## config.mk

```make
export PLATFORM = sky130hd
export DESIGN_NAME = uart_rx_ctrl
export DESIGN_NICKNAME = d
export VERILOG_FILES = /design/src/rtl/uart_rx_ctrl.sv
export SDC_FILE = /design/constraint.sdc
export NUM_CORES = 1
export LEC_CHECK = 0
export ABC_AREA = 1
export BUFFER_PORTS_ARGS = -buffer_cell sky130_fd_sc_hd__buf_2
export CAP_MARGIN = 20
export CORE_ASPECT_RATIO = 1.4
export CORE_MARGIN = 8
export CORE_UTILIZATION = 47
export DETAILED_ROUTE_END_ITERATION = 7
export PLACE_DENSITY_LB_ADDON = 0.25
export SKIP_CTS_REPAIR_TIMING = 1
export SYNTH_ARGS = -nofsm -noshare
export SYNTH_HDL_FRONTEND = slang
export SYNTH_SLANG_ARGS = --single-unit
```

## constraint.sdc

```tcl
create_clock -name CLK -period 5.5 [get_ports CLK]
set_input_delay 0.275 -clock CLK [delete_from_list [all_inputs] [get_ports CLK]]
set_output_delay 0.275 -clock CLK [all_outputs]
set_load 0.03 [all_outputs]
```

## src/rtl/uart_rx_ctrl.sv

```systemverilog
// uart_rx_ctrl: boot-loads instruction memory from the UART byte stream, then buffers run-mode bytes in a FIFO.
module uart_rx_ctrl #(
    parameter int ADDR_WIDTH = 14,
    parameter int FIFO_LOG2  = 4
) (
    input  logic                  CLK,
    input  logic                  RST,
    input  logic [7:0]            rx_data,
    input  logic                  rx_valid,
    output logic                  imem_we,
    output logic [ADDR_WIDTH-1:0] imem_addr,
    output logic [31:0]           imem_wdata,
    output logic                  boot_done,
    input  logic                  cpu_rd_en,
    output logic [7:0]            cpu_rd_data,
    output logic                  rx_empty,
    output logic                  rx_overflow,
    input  logic                  ovf_clr
);
    localparam int DEPTH = 1 << FIFO_LOG2;

    typedef enum logic [1:0] {LEN, DATA, RUN} state_t;

    state_t               state, state_nx;
    logic [1:0]           byte_cnt;
    logic [23:0]          shift;
    logic [31:0]          len, word_cnt, word;
    logic [FIFO_LOG2:0]   wr_ptr, rd_ptr;
    logic [7:0]           mem [DEPTH];
    logic                 run, last_byte, full, push, pop, ovf_set;

    assign run       = state == RUN;
    assign last_byte = rx_valid && byte_cnt == 2'd3;
    assign word      = {shift, rx_data};
    assign boot_done = run;

    // Extra pointer bit separates full from empty when the indices match.
    assign rx_empty    = wr_ptr == rd_ptr;
    assign full        = (wr_ptr ^ rd_ptr) == {1'b1, {FIFO_LOG2{1'b0}}};
    assign pop         = run && cpu_rd_en && !rx_empty;
    assign push        = run && rx_valid && (!full || pop);
    assign ovf_set     = run && rx_valid && full && !pop;
    assign cpu_rd_data = mem[rd_ptr[FIFO_LOG2-1:0]];

    always_ff @(posedge CLK or posedge RST)
        if (RST) state <= LEN;
        else state <= state_nx;

    always_comb begin
        state_nx = state;
        if (last_byte && state == LEN)
            state_nx = (word == 32'd0) ? RUN : DATA;
        else if (last_byte && state == DATA && word_cnt + 32'd1 == len)
            state_nx = RUN;
    end

    always_ff @(posedge CLK or posedge RST) begin
        if (RST) begin
            byte_cnt   <= 2'd0;
            shift      <= 24'd0;
            len        <= 32'd0;
            word_cnt   <= 32'd0;
            imem_we    <= 1'b0;
            imem_addr  <= '0;
            imem_wdata <= 32'd0;
        end else begin
            imem_we <= 1'b0;
            if (!run && rx_valid) begin
                byte_cnt <= byte_cnt + 2'd1;
                shift    <= word[23:0];
            end
            if (state == LEN && last_byte) begin
                len      <= word;
                word_cnt <= 32'd0;
            end
            if (state == DATA && last_byte) begin
                imem_we    <= 1'b1;
                imem_addr  <= word_cnt[ADDR_WIDTH-1:0];
                imem_wdata <= word;
                word_cnt   <= word_cnt + 32'd1;
            end
        end
    end

    always_ff @(posedge CLK or posedge RST) begin
        if (RST) begin
            wr_ptr      <= '0;
            rd_ptr      <= '0;
            rx_overflow <= 1'b0;
        end else begin
            if (push) wr_ptr <= wr_ptr + 1'b1;
            if (pop) rd_ptr <= rd_ptr + 1'b1;
            rx_overflow <= ovf_set ? 1'b1 : (run && ovf_clr) ? 1'b0 : rx_overflow;
        end
    end

    always_ff @(posedge CLK)
        if (push) mem[wr_ptr[FIFO_LOG2-1:0]] <= rx_data;
endmodule

```

==> results.cfg <==
[finish]
finalCoreUtilization_pct = 53.9
stdcell_area_um2 = 14000
drive_gt1_share_pct = 11.8
finalNetCount = 1381
layout-area-overhead-vs-synth_pct = 13.3
diodes = 0

[yosys]
synthMuxAreaShare_pct = 0.0910
synthFlopType = dfrtp_1
ys_types = 35
syn_area_um2 = 12400
yosysSeqAreaShare_pct = 61.4
synth_seq_cells = 278
synth_edf_count = 128
async_reset_ff_share_pct = 54.0
synth_adder_area_share_pct = 0.708
synth_most_common_cell = nand2_1
synth_xor_xnor_area_share_pct = 1.78
synth_compound_area_share_pct = 10.5
synth_nets = 1323
ys_warn_count = 0
avgSynthCellArea_um2 = 9.50
synthCells = 1303
synth_top_family_by_area = simple AND/OR/NAND/NOR gates
synth_top_area_cell = edfxtp_1
synthSimpleGateAreaFrac_pct = 20.6
synth_top_cell_area_share_pct = 31.1
synth_commonest_cells = 332 x nand2_1, 174 x o21ai_0, 150 x dfrtp_1
synthTopCellsByArea = edfxtp_1 31%, dfrtp_1 30%, nand2_1 10%, o21ai_0 7.0%, nor2_1 4.4%

[critical_path]
startpoint_type = flip-flop
r2r_cells = 9
arrival_ns = 3.25
required_ns = 5.22
end_kind = output port
crit_fanout = 51
path_class = flip-flop to output port

[cts]
clock-root-buffer = clkbuf_16
clkTransAtPathRegs_ns = 0.07
clock-sinks = 278
cts_buffers = 26
clk-insertion-delay-late_ns = 0.55
htree_levels = 1
clk_path_buf_depth = 3
cts_tree = done

[run_status]
status = finished clean

[floorplanning]
io_pins = 71
die_area_um2 = 31900
start_util_pct = 47.6
die_w_um = 153
placementRows = 70
core_area_um2 = 26000
dieHeight_um = 208

[sta]
fmax_mhz = 284
rsz0062_at_grt = no
fin_crit_sh_pct = 64.1
period_needed_ns = 3.53
drv_slew = 0
worst_pin_slew_ns = 1.02
fin_skew_ns = 0.0130
finalSetupTns_ns = 0
final-hold-violation-count = 0
timing.hold.ws_ns = 0.0752
fin_ws_ns = 1.97
setup_violations = 0
slew_headroom_pct = 31.6

[power_and_ir_drop]
cellPowerDensity_nw_per_um2 = 399
ir_worst_vdd_mv = 0.255
leakage_nw = 6.51

[drt]
viasPerCell = 5.43
antenna_left = 0
drt-total-wl_mm = 32.8
wl_per_cell_um = 19.2
first_iter_violations = 582
dr_total_vias = 9259
first_pass_iters = 5
route.detailed.drc = 0

[placement]
place_congestion = 0.875
place_area_um2 = 13000
io_buffers = 70
pre_cts_ws_ns = 2.58
dpl.hpwl_mm = 22.8

[grt]
antenna_found_initial = 1
grt_overflow = 0
grt_use_total_pct = 20.7
grt_max_degree = 115
grt_first_pass_wirelength_mm = 52.0
grt_pass1_vias = 9522

[min_path]
hold_class = primary input to flip-flop
hold_depth = 3

[job]
maxCapViolations = 0
kinds of logic (layout without fill, tap and decap cells):
| group | count (synthesis) | in the layout |
|---|---|---|
| compound gates | 236 | 236 |
| xor+xnor | 22 | 22 |
| fa+ha+maj | 7 | 7 |
| buf+inv | 162 | 240 |
| flops | 278 | 278 |
| mux | 1 | 1 |
| simple gates | 597 | 597 |
path summary, 6_finish.rpt:
check / start / to / slack, ns
setup / recovery: rd_ptr[0]$_DFFE_PP0P_ / cpu_rd_data[5] / 1.97
hold reg to reg: imem_wdata[2]$_DFFE_PP0P_ / imem_wdata[2]$_DFFE_PP0P_ / 0.49
min in group asynchronous: RST / imem_wdata[15]$_DFFE_PP0P_ / 0.40
setup reg to reg: rd_ptr[2]$_DFFE_PP0P_ / mem[9][3]$_DFFE_PP_ / 2.70
max in group asynchronous: RST / rd_ptr[0]$_DFFE_PP0P_ / 3.72
hold / removal: ovf_clr / rx_overflow$_DFFE_PP0P_ / 0.08
critical path: stages, from the launching register on:
cell	delay (ns)
dfrtp_2	0.53
buf_4	0.31
inv_1	0.35
buf_4	0.51
o21ai_0	0.14
o221ai_1	0.29
nand3_1	0.14
nand3_1	0.14
buf_2	0.22
cell usage in the layout, fill, tap and decap left out, drive strengths merged:
| master | instances |
|---|---|
| dlygate4sd3 | 1 |
| clkbuf | 37 |
| dfrtp | 150 |
| nor2 | 160 |
| mux2 | 1 |
| or2 | 1 |
| ha | 7 |
| buf | 78 |
| a21oi | 1 |
| o21bai | 1 |
| clkinvlp | 3 |
| and2 | 2 |
| nand2 | 343 |
| a32o | 1 |
| o221ai | 13 |
| nand3 | 62 |
| edfxtp | 128 |
| nand3b | 16 |
| nor4 | 9 |
| inv | 112 |
| xnor3 | 2 |
| o21ai | 175 |
| o211ai | 3 |
| o22ai | 42 |
| xnor2 | 8 |
| clkinv | 7 |
| bufinv | 2 |
| xor2 | 12 |
| nand4 | 4 |
final cells by class:
type | instances | area [um2]
fill | 2326 | 12000
sequential | 278 | 7600
multi-input combinational | 863 | 4180
clock buffer | 37 | 827
timing repair buffer | 79 | 440
inverter | 113 | 429
tap | 324 | 405
clock inverter | 11 | 149
power breakdown:
part	internal (W)	leakage (nW)	switching, W	total, W
Combinational	0.000333	3.05	0.000869	0.00120
Clock	0.00116	0.473	0.000821	0.00198
Sequential	0.00232	2.99	0.0000983	0.00241
through the flow:
step	instances	power [W]
floorplan	1303	0.00327
global placement	1655	0.00364
detailed placement	1655	0.00366
CTS	1703	0.00563
global route	1705	0.00584
finish	1705	0.00559
registers in the layout, summed over array words and instances (netlist names):
signal,cells
imem_wdata,32
shift,24
rx_overflow,1
word_cnt,32
imem_we,1
wr_ptr,5
byte_cnt,2
rd_ptr,5
state,2
imem_addr,14
mem,128
len,32
metal layers:
layer / up-vias / GRT usage [%] / part of all wire, %
met2: 231 / 37.9 / 52
met1: 4481 / 23.1 / 39
li1: 4467 / - / -
met5: - / 0 / 0.049
met3: 78 / 2.74 / 4.0
met4: 2 / 10.6 / 5.1
Note: power is estimated with default switching activity, not from simulation.
